### src/rtl/shiftrows_buffer_if.sv
// Byte-in / state-out handshake bundle between the S-box, the ShiftRows buffer and MixColumns.
interface shiftrows_buffer_if;
    logic [7:0]   in_byte;
    logic         in_valid;
    logic         in_ready;
    logic [127:0] out_state;
    logic         out_valid;
    logic         out_ready;

    modport master (
        output in_byte, in_valid, out_ready,
        input  in_ready, out_state, out_valid
    );

    modport slave (
        input  in_byte, in_valid, out_ready,
        output in_ready, out_state, out_valid
    );
endinterface

### src/rtl/shiftrows_buffer.sv
// Collects 16 S-box bytes (column-major) and presents the ShiftRows-permuted 128-bit state.
// Optional macro SHIFTROWS_INV_EN adds an 'inv' port selecting InvShiftRows per fill.
module shiftrows_buffer #(
    parameter int BYPASS = 0
) (
    input  logic clk,
    input  logic rst,
    input  logic abort,
`ifdef SHIFTROWS_INV_EN
    input  logic inv,
`endif
    output logic busy,
    shiftrows_buffer_if.slave bus
);

    typedef enum logic {FILL, FULL} state_t;

    state_t         state;
    logic [3:0]     count;
    logic           vld_p1;
    logic [127:0]   state_p1;
    logic [119:0]   stage_p0;
    logic [127:0]   full_p0;
    logic           in_ready;
    logic           accept;
    logic           inv_p0;

    // Byte k sits at [127-8k -: 8]; out (r,c) takes staged (r, c+r) or (r, c-r) mod 4.
    function automatic logic [127:0] permute(input logic [127:0] s, input logic inv_mode);
        logic [127:0] res;
        int           src;
        res = s;
        if (BYPASS == 0) begin
            for (int c = 0; c < 4; c++) begin
                for (int r = 0; r < 4; r++) begin
                    src = inv_mode ? (r + 4 * ((c + 4 - r) % 4)) : (r + 4 * ((c + r) % 4));
                    res[127 - 8 * (r + 4 * c) -: 8] = s[127 - 8 * src -: 8];
                end
            end
        end
        return res;
    endfunction

    assign in_ready      = (state == FILL) && !abort;
    assign accept        = bus.in_valid && in_ready;
    assign full_p0       = {stage_p0, bus.in_byte};
    assign bus.in_ready  = in_ready;
    assign bus.out_valid = vld_p1;
    assign bus.out_state = state_p1;
    assign busy          = (count != 4'd0) || vld_p1;

    // Staging slots 0..14; slot 15 is taken straight from in_byte on the completing edge.
    always_ff @(posedge clk) begin
        for (int k = 0; k < 15; k++) begin
            if (accept && (count == 4'(k))) begin
                stage_p0[119 - 8 * k -: 8] <= bus.in_byte;
            end
        end
    end

`ifdef SHIFTROWS_INV_EN
    always_ff @(posedge clk) begin
        if (accept && (count == 4'd0)) begin
            inv_p0 <= inv;
        end
    end
`else
    assign inv_p0 = 1'b0;
`endif

    always_ff @(posedge clk) begin
        if (rst) begin
            state    <= FILL;
            count    <= 4'd0;
            vld_p1   <= 1'b0;
            state_p1 <= '0;
        end else if (abort) begin
            state  <= FILL;
            count  <= 4'd0;
            vld_p1 <= 1'b0;
        end else begin
            case (state)
                FILL: begin
                    if (accept) begin
                        count <= count + 4'd1;
                        if (count == 4'd15) begin
                            state_p1 <= permute(full_p0, inv_p0);
                            vld_p1   <= 1'b1;
                            state    <= FULL;
                        end
                    end
                end
                FULL: begin
                    if (bus.out_ready) begin
                        vld_p1 <= 1'b0;
                        state  <= FILL;
                    end
                end
                default: state <= FILL;
            endcase
        end
    end

endmodule
### src/flat_wrapper.sv
// flat-port wrapper written by rule: the top's interface ports become plain ports
module shiftrows_buffer_flat 
#(
    parameter int BYPASS = 0
)
  (clk, rst, abort, busy, bus_in_byte, bus_in_valid, bus_out_ready, bus_in_ready, bus_out_state, bus_out_valid);
  shiftrows_buffer_if bus_i ();
  input  logic clk;
  input  logic rst;
  input  logic abort;
  output logic busy;
  input wire logic [$bits(bus_i.in_byte)-1:0] bus_in_byte;
  input wire logic [$bits(bus_i.in_valid)-1:0] bus_in_valid;
  input wire logic [$bits(bus_i.out_ready)-1:0] bus_out_ready;
  output wire logic [$bits(bus_i.in_ready)-1:0] bus_in_ready;
  output wire logic [$bits(bus_i.out_state)-1:0] bus_out_state;
  output wire logic [$bits(bus_i.out_valid)-1:0] bus_out_valid;
  assign bus_i.in_byte = bus_in_byte;
  assign bus_i.in_valid = bus_in_valid;
  assign bus_i.out_ready = bus_out_ready;
  assign bus_in_ready = bus_i.in_ready;
  assign bus_out_state = bus_i.out_state;
  assign bus_out_valid = bus_i.out_valid;
  shiftrows_buffer #(.BYPASS(BYPASS)) u_core (.clk(clk), .rst(rst), .abort(abort), .busy(busy), .bus(bus_i));
endmodule
### config.mk
export PLATFORM = sky130hd
export DESIGN_NAME = shiftrows_buffer_flat
export DESIGN_NICKNAME = d
export VERILOG_FILES = /design/src/rtl/shiftrows_buffer_if.sv /design/src/rtl/shiftrows_buffer.sv /design/src/flat_wrapper.sv
export SDC_FILE = /design/constraint.sdc
export NUM_CORES = 1
export LEC_CHECK = 0
export CORE_ASPECT_RATIO = 1.5
export CORE_MARGIN = 1
export CORE_UTILIZATION = 54
export CTS_BUF_LIST = sky130_fd_sc_hd__clkbuf_16
export DETAILED_ROUTE_END_ITERATION = 12
export PLACE_DENSITY = 0.79
export SLEW_MARGIN = 20
export SYNTH_ARGS = -nofsm -noshare
export SYNTH_HDL_FRONTEND = slang
export SYNTH_SLANG_ARGS = --single-unit
### constraint.sdc
create_clock -name clk -period 2.6 [get_ports clk]
set_input_delay 0.26 -clock clk [delete_from_list [all_inputs] [get_ports clk]]
set_output_delay 0.26 -clock clk [all_outputs]
set_load 0.05 [all_outputs]
==> results.py <==
metrics = {
    "grt": {
        "grt_pass1_vias": 6001,
        "grt_max_degree": 107,
        "grt_pass1_wl_um": 31260,
        "overflow": 0,
        "grt_antenna_before_repair": 0,
        "grt.total_usage_pct": 21.39,
    },
    "setup_path": {
        "worstRegToRegCells": 4,
        "rr_startpoint": "u_core.state",
        "critPathKind": "flop to primary output",
        "worstPathMaxFanout": 5,
        "r2r-end": "u_core.stage_p0[119]",
        "critPathCaptureType": "primary output",
        "worst_ep_arrival_time_ns": 2.19,
        "worst_ep_required_time_ns": 2.34,
        "worst-r2r-setup-slack_ns": 0.72,
        "start_kind": "flop",
    },
    "sta": {
        "finalHoldViolCount": 0,
        "rsz0062_at_grt": "false",
        "fin_setup_tns_ns": 0,
        "worstMarginPinSlew_ns": 0.9855,
        "finalClockSkew_ns": 0.006905,
        "min_period_ns": 2.455,
        "relSlewSlack_pct": 34.09,
        "slew_viol_final": 0,
        "fmaxAchievable_mhz": 407.4,
        "fin_crit_sh_pct": 94.42,
        "finalSetupViolations": 0,
    },
    "clock_network": {
        "cts_buffers": 23,
        "clockBufferDepth": 3,
        "h-tree-depth": 1,
        "cts_hold_buf": 0,
        "cts_sinks": 254,
        "post_cts_buffers": 0,
        "cts.clk_slew.worst_paths_ns": 0.06,
        "cts.root.buffer_cell": "clkbuf_16",
        "clkLatencyLatePin_ns": 0.50,
        "cts_tree": "built",
    },
    "power_and_ir_drop": {
        "pwr-share-seq_pct": 56.5,
        "p_clk_share_pct": 40.5,
        "netSwitchingFraction_pct": 19.97,
        "comb_power_share_pct": 3.0,
        "switching_power_w": 0.001483,
        "p_int_w": 0.005941,
        "p_leak_nw": 3.954,
        "power_w": 0.007424,
        "p_per_area_nw_per_um2": 616.7,
        "max-vdd-ir-drop_mv": 0.5163,
    },
    "routing": {
        "route.vias.total": 5713,
        "wl_um": 19860,
        "vias_per_cell": 5.151,
        "wl_per_cell_um": 17.91,
        "drc": 0,
        "drtAntennaViolNets": 0,
        "first_pass_iters": 4,
        "drt_iter0_markers": 315,
    },
    "final_layout": {
        "nets": 894,
        "antenna_cells": 0,
        "finalInstanceArea_um2": 12040,
        "drive_gt1_share_pct": 6.054,
        "final_common_cell": "nand2b_1",
        "synthToLayoutAreaGrowth_pct": 21.84,
        "final_cell_mix": "nand2b_1, clkdlybuf4s50_1, dfxtp_1",
    },
    "worst_hold_path": {
        "hold_end": "u_core.bus.out_state[1]",
        "holdPathStages": 3,
        "min_path_type": "input pin to flop",
        "min_from": "rst",
    },
    "flow_run": {
        "maxCapViolCount": 0,
    },
    "floorplan": {
        "floorplan.initialDensity_pct": 55.07,
        "num_io_pins": 144,
        "dieArea_um2": 18850,
        "die_x_um": 112.4,
        "core.rowCount": 60,
        "die_y_um": 167.7,
        "core_area_um2": 17940,
    },
    "yosys": {
        "syn_nets": 750,
        "syn_area_per_cell_um2": 13.48,
        "syn-cell-area_um2": 9881,
        "synth.distinct_cells": 24,
        "yosysWarnings": 0,
        "ys_ff_latch": 254,
        "synth_cells": 733,
        "seq_area_frac_synth_pct": 63.62,
    },
    "placed_design": {
        "place_congestion": 0.8445,
        "dpl_cell_area_um2": 11380,
        "place_hpwl_um": 12710,
        "port_buffers": 143,
    },
    "run_status": {
        "status": "complete, no violations",
    },
}
[per-layer routing]
layer,wire (um),up-vias,track usage (%)
li1,-,2737,-
met1,8006,2758,25.09
met2,10300,162,38.83
met3,839,56,3.366
met4,709,0,8.580
met5,0,-,0
[area by class of cell]
cell class	count	area [um2]
Clock buffer	24	600.6
Sequential cell	254	6286
Inverter	3	11.26
Fill cell	1328	5903
Clock inverter	16	62.56
Multi-Input combinational cell	431	3184
Timing Repair Buffer	164	1623
Tap cell	217	271.5
[synthesized netlist by cell type]
cell / instances / area, um2
nand4_1: 1 / 6.260
clkbuf_1: 29 / 108.9
nand2b_1: 258 / 1614
clkbuf_8: 1 / 13.76
dfxtp_1: 134 / 2683
mux2_1: 1 / 11.26
nor2_1: 17 / 63.81
buf_2: 1 / 5.000
nor2_4: 1 / 11.26
edfxtp_1: 120 / 3603
ha_1: 4 / 50.05
nor3_1: 4 / 20.02
buf_12: 13 / 260.3
or4b_2: 1 / 10.01
xnor2_1: 1 / 8.760
a21oi_1: 2 / 10.01
nand2_1: 7 / 26.28
mux2i_1: 129 / 1291
inv_1: 3 / 11.26
nand4bb_4: 1 / 27.53
xor2_1: 1 / 8.760
buf_6: 1 / 11.26
or2_2: 2 / 12.51
nor3b_2: 1 / 12.51
[cells by family (layout without fill, tap and decap cells)]
group | Yosys count | after routing | share of synthesized area (%)
xor+xnor | 2 | 2 | 0.1773
compound gates | 2 | 2 | 0.1013
buf+inv | 48 | 207 | 4.153
simple gates | 293 | 293 | 18.26
fa+ha+maj | 4 | 4 | 0.5065
flops | 254 | 254 | 63.62
mux | 130 | 130 | 13.18
[sequential cells by signal (all words and copies together) (netlist names)]
| signal | count |
|---|---|
| u_core.bus.out_state | 128 |
| u_core.bus.out_valid | 1 |
| u_core.count | 4 |
| u_core.stage_p0 | 120 |
| u_core.state | 1 |
[worst max-delay path: stages (launching register included)]
cell           delay [ns]
dfxtp_1              0.36
inv_1                0.12
ha_1                 0.17
or4b_2               0.58
dlygate4sd2_1        0.46
[stage by stage]
stage	utilization, %	instances	worst slack (ns)	hold WS [ns]
6_report	67.10	1109	0.1452	0.3717
3_3_place_gp	63.41	1069	0.4208	0.4593
2_1_floorplan	-	733	0.7585	0.3589
5_1_grt	67.10	1109	0.08803	0.3967
3_5_place_dp	63.41	1069	0.3417	0.4662
4_1_cts	67.10	1109	0.1467	0.3673
[worst max-delay path by stage]
| stage | cells after the start | end | slack, ns | from |
|---|---|---|---|---|
| global placement | 4 | busy | 0.42 | u_core.count[0] |
| detailed placement | 5 | u_core.stage_p0[116] | 0.34 | bus_in_valid |
| finish | 4 | busy | 0.15 | u_core.count[0] |
| floorplan | 3 | u_core.stage_p0[100] | 0.76 | u_core.state |
| CTS | 4 | busy | 0.15 | u_core.count[0] |
| global route | 4 | busy | 0.09 | u_core.count[0] |
[power by group through the flow]
stage	clock, W	sequential [W]	combinational [W]
after floorplan	0	0.00428	0.000132
after global routing	0.00322	0.00419	0.000241
after CTS	0.00306	0.00419	0.000227
after global placement	0	0.00428	0.000221
after detailed placement	0	0.00428	0.000226
final	0.00301	0.00419	0.000225
[repair_timing]
action,CTS,global route
setup endpoints to repair,1,0
hold endpoints to repair,0,0
gates resized for setup,1,0
(Power assumes the default switching activity.)
